### config.mk
export PLATFORM = sky130hd
export DESIGN_NAME = csd_mult_seq_flat
export DESIGN_NICKNAME = d
export VERILOG_FILES = /design/src/rtl/csd_mult_seq_if.sv /design/src/rtl/csd_mult_seq.sv /design/src/flat_wrapper.sv
export SDC_FILE = /design/constraint.sdc
export NUM_CORES = 1
export LEC_CHECK = 0
export CAP_MARGIN = 0
export CORE_MARGIN = 3
export CORE_UTILIZATION = 30
export DETAILED_ROUTE_END_ITERATION = 7
export DONT_BUFFER_PORTS = 1
export MAX_ROUTING_LAYER = met4
export SLEW_MARGIN = 40
export SYNTH_ARGS = -nofsm -noshare
export SYNTH_HDL_FRONTEND = slang
export SYNTH_SLANG_ARGS = --single-unit
### constraint.sdc
create_clock -name clk -period 20.4 [get_ports clk]
set_input_delay 4.08 -clock clk [delete_from_list [all_inputs] [get_ports clk]]
set_output_delay 4.08 -clock clk [all_outputs]
set_load 0.01 [all_outputs]
### src/rtl/csd_mult_seq_if.sv
// ----------------------------------------------------------------------------
// csd_mult_seq_if
//   Operand / result handshake bundle for the sequential CSD multiplier.
//   The producer and consumer side sit on the master modport and the
//   multiplier sits on the slave modport.
//
//   Signals
//     in_valid   producer -> mult   operands valid
//     in_ready   mult -> producer   multiplier can take operands
//     x          producer -> mult   multiplicand, unsigned
//     multi      producer -> mult   multiplier, unsigned, recoded to CSD
//     out_valid  mult -> consumer   y / nz_digits valid
//     out_ready  consumer -> mult   consumer takes the result
//     y          mult -> consumer   (x*multi) mod 2^WIDTH
//     nz_digits  mult -> consumer   number of nonzero CSD digits of multi
// ----------------------------------------------------------------------------
interface csd_mult_seq_if #(
    parameter int WIDTH = 32,
    parameter int CW    = 6
);
    logic             in_valid;
    logic             in_ready;
    logic [WIDTH-1:0] x;
    logic [WIDTH-1:0] multi;
    logic             out_valid;
    logic             out_ready;
    logic [WIDTH-1:0] y;
    logic [CW-1:0]    nz_digits;

    modport master (
        output in_valid, x, multi, out_ready,
        input  in_ready, out_valid, y, nz_digits
    );

    modport slave (
        input  in_valid, x, multi, out_ready,
        output in_ready, out_valid, y, nz_digits
    );
endinterface

### src/rtl/csd_mult_seq.sv
// ----------------------------------------------------------------------------
// csd_mult_seq
//   Sequential shift-add multiplier. The multiplier operand is recoded into
//   canonical signed digits (+1/0/-1) one digit per clock, and for each
//   nonzero digit x<<k is added to or subtracted from a WIDTH-bit
//   accumulator. One multiply is in flight at a time.
//
//   Ports
//     clk   in   single clock, all state on the rising edge
//     rst   in   synchronous, active-high reset
//     bus   slave side of csd_mult_seq_if:
//             in_valid/in_ready/x/multi      operand handshake
//             out_valid/out_ready/y/nz_digits result handshake
//
//   Timing: operands accepted in IDLE, WIDTH+1 RUN cycles (digits 0..WIDTH),
//   result held in DONE until out_ready.
// ----------------------------------------------------------------------------
module csd_mult_seq #(
    parameter int WIDTH = 32,
    parameter int CW    = 6
) (
    input  logic          clk,
    input  logic          rst,
    csd_mult_seq_if.slave bus
);

    typedef enum logic [1:0] {
        IDLE = 2'd0,
        RUN  = 2'd1,
        DONE = 2'd2
    } state_t;

    state_t             state_q,     state_d;
    logic [WIDTH-1:0]   x_q,         x_d;
    // Two extra zero bits above the operand so digit k can always look at
    // m[k+1], including the final digit k = WIDTH.
    logic [WIDTH+1:0]   m_q,         m_d;
    logic [WIDTH-1:0]   acc_q,       acc_d;
    logic [CW-1:0]      k_q,         k_d;
    logic               carry_q,     carry_d;
    logic [CW-1:0]      nzcnt_q,     nzcnt_d;
    logic [WIDTH-1:0]   y_q,         y_d;
    logic [CW-1:0]      nz_q,        nz_d;
    logic               out_valid_q, out_valid_d;

    // Recoding of the current digit
    logic               mk, mk1;
    logic [1:0]         b;
    logic               dig_nz, dig_neg, carry_nx;
    logic [WIDTH-1:0]   addend;
    logic [WIDTH-1:0]   acc_upd;
    logic [CW-1:0]      nzcnt_upd;

    always_comb begin
        mk       = m_q[k_q];
        mk1      = m_q[k_q + CW'(1)];
        b        = {1'b0, mk} + {1'b0, carry_q};
        // b==1 gives a nonzero digit; if the next bit is also set it becomes
        // -1 with a carry, which breaks up runs of ones.
        dig_nz   = (b == 2'd1);
        dig_neg  = dig_nz && mk1;
        carry_nx = (b == 2'd2) || dig_neg;
        // A shift of WIDTH or more yields zero, so the top digit adds nothing.
        addend   = x_q << k_q;
        acc_upd  = acc_q;
        nzcnt_upd = nzcnt_q;
        if (dig_nz) begin
            acc_upd   = dig_neg ? (acc_q - addend) : (acc_q + addend);
            nzcnt_upd = nzcnt_q + CW'(1);
        end
    end

    always_comb begin
        state_d     = state_q;
        x_d         = x_q;
        m_d         = m_q;
        acc_d       = acc_q;
        k_d         = k_q;
        carry_d     = carry_q;
        nzcnt_d     = nzcnt_q;
        y_d         = y_q;
        nz_d        = nz_q;
        out_valid_d = out_valid_q;

        unique case (state_q)
            IDLE: begin
                if (bus.in_valid) begin
                    x_d     = bus.x;
                    m_d     = {2'b00, bus.multi};
                    acc_d   = '0;
                    k_d     = '0;
                    carry_d = 1'b0;
                    nzcnt_d = '0;
                    state_d = RUN;
                end
            end
            RUN: begin
                acc_d   = acc_upd;
                carry_d = carry_nx;
                nzcnt_d = nzcnt_upd;
                if (k_q == CW'(WIDTH)) begin
                    y_d         = acc_upd;
                    nz_d        = nzcnt_upd;
                    out_valid_d = 1'b1;
                    state_d     = DONE;
                end else begin
                    k_d = k_q + CW'(1);
                end
            end
            DONE: begin
                if (bus.out_ready) begin
                    out_valid_d = 1'b0;
                    state_d     = IDLE;
                end
            end
            default: begin
                state_d     = IDLE;
                out_valid_d = 1'b0;
            end
        endcase
    end

    always_ff @(posedge clk) begin
        if (rst) begin
            state_q     <= IDLE;
            x_q         <= '0;
            m_q         <= '0;
            acc_q       <= '0;
            k_q         <= '0;
            carry_q     <= 1'b0;
            nzcnt_q     <= '0;
            y_q         <= '0;
            nz_q        <= '0;
            out_valid_q <= 1'b0;
        end else begin
            state_q     <= state_d;
            x_q         <= x_d;
            m_q         <= m_d;
            acc_q       <= acc_d;
            k_q         <= k_d;
            carry_q     <= carry_d;
            nzcnt_q     <= nzcnt_d;
            y_q         <= y_d;
            nz_q        <= nz_d;
            out_valid_q <= out_valid_d;
        end
    end

    assign bus.in_ready  = (state_q == IDLE);
    assign bus.out_valid = out_valid_q;
    assign bus.y         = y_q;
    assign bus.nz_digits = nz_q;

endmodule

### src/flat_wrapper.sv
// flat-port wrapper written by rule: the top's interface ports become plain ports
module csd_mult_seq_flat 
#(
    parameter int WIDTH = 32,
    parameter int CW    = 6
)
  (clk, rst, bus_in_valid, bus_x, bus_multi, bus_out_ready, bus_in_ready, bus_out_valid, bus_y, bus_nz_digits);
  csd_mult_seq_if #(.WIDTH(WIDTH), .CW(CW)) bus_i ();
  input  logic clk;
  input  logic rst;
  input wire logic [$bits(bus_i.in_valid)-1:0] bus_in_valid;
  input wire logic [$bits(bus_i.x)-1:0] bus_x;
  input wire logic [$bits(bus_i.multi)-1:0] bus_multi;
  input wire logic [$bits(bus_i.out_ready)-1:0] bus_out_ready;
  output wire logic [$bits(bus_i.in_ready)-1:0] bus_in_ready;
  output wire logic [$bits(bus_i.out_valid)-1:0] bus_out_valid;
  output wire logic [$bits(bus_i.y)-1:0] bus_y;
  output wire logic [$bits(bus_i.nz_digits)-1:0] bus_nz_digits;
  assign bus_i.in_valid = bus_in_valid;
  assign bus_i.x = bus_x;
  assign bus_i.multi = bus_multi;
  assign bus_i.out_ready = bus_out_ready;
  assign bus_in_ready = bus_i.in_ready;
  assign bus_out_valid = bus_i.out_valid;
  assign bus_y = bus_i.y;
  assign bus_nz_digits = bus_i.nz_digits;
  csd_mult_seq #(.WIDTH(WIDTH), .CW(CW)) u_core (.clk(clk), .rst(rst), .bus(bus_i));
endmodule
# ---- Word-level counts from Yosys, hierarchy flattened
# Index checks and enable logic that the tools add are counted.
dict set report op_classes {
  n_reduce_logical 10
  magnitude_cmp 2
  div 0
  eq_ne 9
  n_addsub 5
  n_bitwise 1
  shift 1
  n_mux 22
  mul 0
}
# operator n
set op_table {}
lappend op_table {{two-way mux 32 bit} 3}
lappend op_table {{case mux 32 bit (2 select lines)} 1}
lappend op_table {{adder 32 bit} 1}
lappend op_table {{left shift 32 x 6 -> 32 bit} 1}
lappend op_table {{subtractor 32 bit} 1}
lappend op_table {{case mux 6 bit (2 select lines)} 2}
lappend op_table {{two-way mux 6 bit} 3}
lappend op_table {{less-than comparator 6 x 7 -> 1 bit (second input constant)} 2}
lappend op_table {{adder 6 x 1 -> 6 bit (second input constant)} 2}
lappend op_table {{binary-select mux 1 bit (select 6 bit)} 2}
lappend op_table {{AND reduction 3 bit} 3}
lappend op_table {{equality test 6 bit (second input constant)} 1}
lappend op_table {{two-way mux 2 bit} 3}
lappend op_table {{!= test 2 bit (second input constant)} 3}
lappend op_table {{case mux 2 bit (3 select lines)} 1}
lappend op_table {{AND reduction 2 bit} 3}
lappend op_table {{two-way mux 1 bit} 5}
lappend op_table {{equality test 2 x 1 -> 1 bit (second input constant)} 2}
lappend op_table {{equality test 2 bit (second input constant)} 2}
lappend op_table {{case mux 1 bit (3 select lines)} 1}
lappend op_table {{adder 1 x 1 -> 2 bit} 1}
lappend op_table {{logical NOT 2 bit} 1}
lappend op_table {{!= test 2 x 1 -> 1 bit (second input constant)} 1}
lappend op_table {{case mux 1 bit (2 select lines)} 1}
lappend op_table {{4 further kinds} 4}
dict set report word_totals {
  in_bits 68
  mem_bits_ro 0
  latchBits 0
  n_memories 0
  mem_bits_rw 0
  reg_bits 150
  word_cells 60
}

# ---- Depth between registers and ports, before layout
# Gate-level depths: netlist (run 1).
dict set report depth {
  ltp_word 8
  mapped_depth 29
}

# ---- Worst setup path after synthesis (run 1)
# No wires, ideal clock.
dict set report synth_timing {
  path_kind {flip-flop to flip-flop}
  start {register u_core.k_q[0]}
  end {register u_core.y_q[31] (netlist: u_core.bus.y[31])}
  setup_ns 0.091
  t_arrival_ns 6.983
  setup_slack_ns 13.326
  path_stages_with_launch 29
  path_cell_list {dfxtp_1 buf_4 buf_4 buf_2 buf_2 buf_1 mux4_2 mux4_2 mux2i_1 nor2_1 ha_1 clkbuf_1 inv_1 nor3_1 clkbuf_1 buf_1 nor2_1 xor2_1 ha_1 a21oi_1 o21ai_0 or3_1 o21ai_1 o21ai_0 a31oi_1 a21oi_1 o211a_2 or4_1 a311oi_1}
}
dict set report synth_via {
  elab_chain_cells 7
  word_cells_on_any_way 15
  cone_classes {4 x add/sub; 2 x eq/ne; 1 x shift; 6 x mux; 2 x reduce/logical}
}
# item line
set synth_lines {}
lappend synth_lines {{from (decl)} csd_mult_seq.sv:39} ;# logic [CW-1:0] k_q, k_d;
lappend synth_lines {{from (signal assigned)} csd_mult_seq.sv:140} ;# k_q <= k_d;
lappend synth_lines {{parallel branches: the longest is 7 deep, another holds adder 32 bit} -}
lappend synth_lines {{to (signal assigned)} csd_mult_seq.sv:143} ;# y_q <= y_d;
lappend synth_lines {{to (decl)} csd_mult_seq.sv:42} ;# logic [WIDTH-1:0] y_q, y_d;
# Several ways; the timed one is not identified. The select of a mux whose other input is x is not followed.
# A chain may end at the register's enable or synchronous reset.

# ---- Worst setup path after layout (run 1)
# Ends and elaborated chain as after synthesis.

==> results.toml, run 1 <==
[clocking]
cts_resized = 0
cts.sink_count = 150
clock_latency_ps = 440
cts_made_buffers = 17
clk_pin_slew_ps = 70
ctsLongestPathBuffers = 2
htree_num_levels = 4
ctsHoldBuffers = 0
post-cts-setup-buffers = 0
cts_tree = "done"
root_buffer = "clkbuf_16"

[power]
cellLeakagePower_nw = 4.324
seqPwrFrac = 0.371
comb_power_share = 0.257
netSwitchingFraction = 0.3330
ir_worst_vdd_uv = 57.82
power.density_mw_per_mm2 = 71.69
clkPwrFrac = 0.372
p_int_uw = 575.5
switchingPower_uw = 287.3
report.power.total_uw = 862.8

[critical_path]
crit_family = "buffers and inverters"
crit_buf_inv = 5
r2r_cells = 24
required_ps = 20750
slowest_stage = "dfxtp_4"
cpPeakStageDelay_ps = 650
cp_num_cells = 24
worst-path-max-fanout = 45
crit_type = "reg -> reg"
path_cells = "buf_4 > mux4_2 > mux4_2 > mux2i_1 > nor2_1 > ha_1 > buf_4 > inv_1 > nor3_2 > buf_4 > inv_1 > o21ai_0 > xnor2_1 > ha_1 > a21oi_1 > o21ai_0 > or3_1 > o21ai_1 > o21ai_0 > a31oi_1 > a21oi_1 > o211a_2 > or4_1 > a311oi_1"
reg2reg_slack_ps = 12370
critPathLaunchType = "flip-flop"
endpoint_kind = "flip-flop"
arrival_ps = 8380

[final_layout]
instances_no_fill = 1765
utilization = 0.3280
syn_to_final_growth_pct = 7.704
final_nets = 1389
n_antenna_cell = 0
design_area_mm2 = 0.01204
drive_gt1_frac = 0.1241

[global_routing]
grt.busiest_layer = "met2"
gr-usage-met3 = 0.02998
grt_max_degree = 154
grt_pass1_vias = 9261
grt_pass1_wl_um = 53920
grtUsageMet1 = 0.2520
overflow = 0
met2_usage = 0.2656
grt_antenna_before_repair = 0
track_usage = 0.1769

[floorplan]
initial_core_util = 0.3045
dieHeight_um = 199.0
core_area_mm2 = 0.03670
io_pins = 108
rows = 70
die_w_um = 199.0
die-area_mm2 = 0.03960

[route]
dr.pass1.iters = 6
wl_per_cell_um = 19.15
drcViolationCount = 0
viasPerCell = 5.708
vias = 10075
drt_iter0_drc = 972
postRouteAntennaNets = 0
wirelength_um = 33800

[timing]
hold_viol = 0
worst_pin_slew_ps = 805.7
fin_skew_ps = 8.541
min_period_over_period = 0.3937
setup_viol = 0
max_freq_mhz = 124.5
timing.setup.tns_ps = 0
min_period_ps = 8031
rsz0062_at_grt = "no"
slew_viol_final = 0
relSlewSlack = 0.4572

[placement]
dp.cells = 1733
placed_area_mm2 = 0.01145
io_buffers = 0
place_hpwl_um = 23890
gp_congestion = 0.9380

[yosys]
synth_fp_nets = 1460
ys_types = 76
synth_area_per_cell_um2 = 8.247
synth_flop_cell = "dfxtp_1"
synth_cells = 1355
ys_seq_elements = 150
yosys_warnings = 0
ys_seq_area_frac = 0.2687
synth_area_mm2 = 0.01117
postSynth.asyncResetShare = 0
synth_edf_count = 0

[min_path]
whs_path_depth = 2
hold_class = "reg -> reg"

[run]
max_cap_violations = 0

[status]
outcome = "finished clean"
[final timing paths]
kind / from / endpoint
max: u_core.k_q[0]$_SDFFE_PP0P_ / u_core.bus.y[31]$_SDFFE_PP0P_
min: u_core.x_q[31]$_SDFFE_PP0P_ / u_core.x_q[31]$_SDFFE_PP0P_
max reg2reg: u_core.k_q[0]$_SDFFE_PP0P_ / u_core.bus.y[31]$_SDFFE_PP0P_
min reg2reg: u_core.x_q[31]$_SDFFE_PP0P_ / u_core.x_q[31]$_SDFFE_PP0P_
[power groups by stage]
stage	Sequential, mW	Clock, mW	Combinational (mW)
3_5_place_dp	0.326	0	0.218
4_1_cts	0.320	0.329	0.219
5_1_grt	0.322	0.342	0.246
3_3_place_gp	0.326	0	0.215
2_1_floorplan	0.317	0	0.179
6_report	0.320	0.321	0.221
[metrics by stage]
stage | hold slack, ps | worst slack, ps
floorplan | 433.4 | 13330
global placement | 452.1 | 12650
detailed placement | 449.0 | 12410
CTS | 462.2 | 12400
global route | 483.3 | 11650
finish | 464.2 | 12370
[synth_stat cells, types with 4 or more instances]
cell type / instances / area [µm²]
nand4_1: 5 / 31.28
clkbuf_1: 68 / 255.2
xnor2_1: 25 / 219.0
o21ba_2: 4 / 40.04
a311oi_1: 8 / 70.07
a21oi_1: 141 / 705.7
o21a_1: 13 / 97.59
mux4_2: 67 / 1509
buf_1: 13 / 48.80
dfxtp_1: 150 / 3003
and3_1: 10 / 62.56
o22ai_1: 4 / 25.02
nor3_1: 20 / 100.1
nand3_1: 25 / 125.1
nor4_1: 4 / 25.02
o22a_1: 5 / 43.79
nand2_1: 206 / 773.2
a31oi_1: 25 / 156.4
inv_1: 26 / 97.59
a21o_1: 23 / 172.7
buf_4: 8 / 60.06
nand3b_1: 4 / 30.03
xor2_1: 23 / 201.4
mux2i_1: 33 / 330.3
nor2b_1: 13 / 81.33
a22oi_1: 10 / 75.07
mux2_2: 22 / 247.7
ha_1: 36 / 450.4
and2_1: 7 / 43.79
or2_2: 4 / 25.02
a32oi_1: 7 / 61.31
a211oi_1: 36 / 270.3
nor2_1: 151 / 566.8
o21ai_0: 45 / 225.2
or3_1: 9 / 56.30
buf_2: 15 / 75.07
nand2b_1: 13 / 81.33
o31ai_1: 11 / 82.58
o211a_1: 4 / 40.04
[cells by family (layout without fill, tap and decap cells)]
group | count (synthesis) | after routing | share of synthesized area
flip-flops | 150 | 150 | 0.2687
AO/OA/AOI/OAI | 374 | 374 | 0.2158
multiplexers | 124 | 124 | 0.1915
XOR/XNOR | 48 | 48 | 0.03762
adder cells (fa/ha/maj) | 37 | 37 | 0.04210
AND/OR/NAND/NOR | 489 | 489 | 0.1936
buffers and inverters | 133 | 75 | 0.05072
[final cells by class]
| class | instances | area [µm²] |
|---|---|---|
| well taps | 468 | 585.6 |
| fillers | 3873 | 24660 |
| clock buffers | 19 | 432.9 |
| repair buffers | 16 | 131.4 |
| multi-input cells | 1072 | 7626 |
| inverters | 27 | 101.3 |
| flip-flops and latches | 150 | 3012 |
| clock inverters | 13 | 146.4 |
[cell usage in the layout, fill, tap and decap left out, types with 17 or more instances in the layout]
master,Yosys,final
mux4_2,67,67
a21o_1,23,23
a21oi_1,141,141
mux2_2,22,22
o21ai_0,45,45
nand3_1,25,25
xor2_1,23,23
inv_1,26,25
xnor2_1,25,25
nand2_1,206,205
nor2_1,151,149
a31oi_1,25,25
dfxtp_1,150,147
a211oi_1,36,36
nor3_1,20,19
ha_1,36,36
clkbuf_16,0,17
mux2i_1,33,33
[metal layers]
layer  wire length (µm)  up-vias  part of all wire
li1                   -     4821                 -
met1              15990     4896              0.47
met2              15400      333              0.46
met3               2066       25             0.061
met4                335        0            0.0099
met5                  0        -                 0
[tightest hold or removal path, stage by stage (launching register included)]
cell     delay [ps]
dfxtp_1         310
nand2_1          50
a21oi_1          60
[sequential cells by signal, summed over array words and instances (netlist names)]
name and count:
u_core.bus.y 32, u_core.acc_q 32, u_core.nzcnt_q 6, u_core.bus.nz_digits 6, u_core.state_q 2, u_core.k_q 6
u_core.bus.out_valid 1, u_core.m_q 32, u_core.x_q 32, u_core.carry_q 1
Note: power is estimated with default switching activity, not from simulation.
==> run 2: changes to the inputs <==
==> constraint.sdc (replaced) <==
create_clock -name clk -period 8.4 [get_ports clk]
set_input_delay 1.68 -clock clk [delete_from_list [all_inputs] [get_ports clk]]
set_output_delay 1.68 -clock clk [all_outputs]
set_load 0.01 [all_outputs]
==> results.toml, run 2 (synthesis results as in run 1) <==
[status]
outcome = "finished clean"

[critical_path]
endpoint_kind = "flip-flop"
r2r_cells = 21
reg2reg_from = "u_core.k_q[0]$_SDFFE_PP0P_"
slowest_stage = "ha_1"
worst-path-max-fanout = 20
crit_family = "compound AO/OA/AOI/OAI gates"
crit_path_end = "u_core.bus.y[31]$_SDFFE_PP0P_"
cp_num_cells = 21
critPathLaunchType = "flip-flop"
crit_buf_inv = 3
cp_common_cell = "o21ai_0"
arrival_ps = 6920
cpPeakStageDelay_ps = 630
crit_type = "reg -> reg"
timing.rr.end = "u_core.bus.y[31]$_SDFFE_PP0P_"
worstSetupStartpoint = "u_core.k_q[0]$_SDFFE_PP0P_"
required_ps = 8750
path_cells = "inv_1 > buf_4 > ha_1 > mux4_2 > mux4_2 > mux2i_1 > nor3_2 > inv_1 > o21ai_0 > xnor2_1 > ha_1 > a21oi_1 > o21ai_0 > or3_1 > o21ai_1 > o21ai_0 > a31oi_1 > a21oi_1 > o211a_2 > or4_1 > a311oi_1"
reg2reg_slack_ps = 1830

[timing]
timing.setup.tns_ps = 0
min_period_over_period = 0.7825
max_freq_mhz = 152.1
rsz0062_at_grt = "no"
min_period_ps = 6573
hold_viol = 0
fin_skew_ps = 8.341
worst_pin_slew_ps = 792.7
slew_viol_final = 0
relSlewSlack = 0.4660
setup_viol = 0

[final_layout]
final_cell_mix = "nand2_1, nor2_1, dfxtp_1"
final_common_cell = "nand2_1"
nFillCells = 3855
syn_to_final_growth_pct = 8.185
drive_gt1_frac = 0.1269
final_nets = 1392
n_antenna_cell = 0
design_area_mm2 = 0.01209

[route]
met1_length_um = 15950
wl_met2_um = 15710
viasPerCell = 5.685
postRouteAntennaNets = 0
maxUsedRoutingLayer = "met4"
drcViolationCount = 0
dr_wl_met3_um = 2263
vias = 10051
wl_per_cell_um = 19.48
wirelength_um = 34440
drt_iter0_drc = 871
dr.pass1.iters = 6

[floorplan]
die-area_mm2 = 0.03960
core_area_mm2 = 0.03670
rows = 70
initial_core_util = 0.3045
dieHeight_um = 199.0
io_pins = 108
die_w_um = 199.0

[clocking]
cts_made_buffers = 17
cts.sink_count = 150
ctsLongestPathBuffers = 2
root_buffer = "clkbuf_16"
htree_num_levels = 4
cts_tree = "done"
clock_latency_ps = 440
cts_resized = 0
post-cts-setup-buffers = 0
ctsHoldBuffers = 0
clk_pin_slew_ps = 70

[power]
power.density_mw_per_mm2 = 176.1
cellLeakagePower_nw = 4.362
ir_worst_vdd_uv = 132.9

[placement]
gp_congestion = 0.9241
io_buffers = 0
place_hpwl_um = 24590
placed_area_mm2 = 0.01147

[global_routing]
track_usage = 0.1779
grt_pass1_wl_um = 54180
grt_antenna_before_repair = 0
grt_pass1_vias = 9565
overflow = 0
grt_max_degree = 154

[run]
max_cap_violations = 0

[min_path]
hold_class = "reg -> reg"
==> run 2: worst reg2reg max path: cells and delay by family, from the launching register on <==
family                     cells  cell delay (ps)
AOI/OAI and AO/OA              9             2120
xor gates and xnor gates       1              170
adders and majority gates      2              990
buffers and inverters          3              560
DFF                            1              520
muxes                          3             1280
and+or+nand+nor                3              860
==> run 2: worst min-delay path by stage <==
| stage | cells past startpoint | endpoint | start |
|---|---|---|---|
| 2_1_floorplan | 2 | u_core.x_q[31]$_SDFFE_PP0P_ | u_core.x_q[31]$_SDFFE_PP0P_ |
| 3_3_place_gp | 2 | u_core.x_q[31]$_SDFFE_PP0P_ | u_core.x_q[31]$_SDFFE_PP0P_ |
| 3_5_place_dp | 2 | u_core.x_q[31]$_SDFFE_PP0P_ | u_core.x_q[31]$_SDFFE_PP0P_ |
| 4_1_cts | 2 | u_core.x_q[31]$_SDFFE_PP0P_ | u_core.x_q[31]$_SDFFE_PP0P_ |
| 5_1_grt | 2 | u_core.x_q[31]$_SDFFE_PP0P_ | u_core.x_q[31]$_SDFFE_PP0P_ |
| 6_report | 2 | u_core.x_q[31]$_SDFFE_PP0P_ | u_core.x_q[31]$_SDFFE_PP0P_ |
==> run 2: routing by layer <==
layer / vias to the layer above / global-route usage
li1: 4816 / -
met1: 4846 / 0.2435
met2: 349 / 0.2733
met3: 40 / 0.03320
met4: 0 / 0.04217
met5: - / -
==> run 2: through the flow <==
| step | setup WS (ps) | hold slack [ps] | power, mW | instances | util |
|---|---|---|---|---|---|
| CTS | 1731 | 469.0 | 2.144 | 1768 | 0.3293 |
| floorplan | 1326 | 433.4 | 1.203 | 1355 | - |
| finish | 1827 | 466.1 | 2.129 | 1768 | 0.3294 |
| global placement | 1979 | 447.4 | 1.314 | 1736 | 0.3123 |
| detailed placement | 1769 | 458.5 | 1.325 | 1736 | 0.3125 |
| global route | 1310 | 498.1 | 2.239 | 1768 | 0.3294 |
==> run 2: cell type report <==
class | instances | area (µm²) | share of cell area
clock buffers | 20 | 478.0 | 0.03954
clock inverters | 12 | 138.9 | 0.01149
inverters | 27 | 101.3 | 0.008383
multi-input cells | 1072 | 7624 | 0.6306
flip-flops and latches | 150 | 3012 | 0.2491
well taps | 468 | 585.6 | 0.04844
repair buffers | 19 | 150.1 | 0.01242
==> run 2: report_power, final <==
group	switching [mW]	internal [mW]	leakage [nW]
logic	0.316	0.222	2.85
clock network	0.340	0.474	0.291
registers	0.0398	0.737	1.22
total	0.696	1.43	4.36
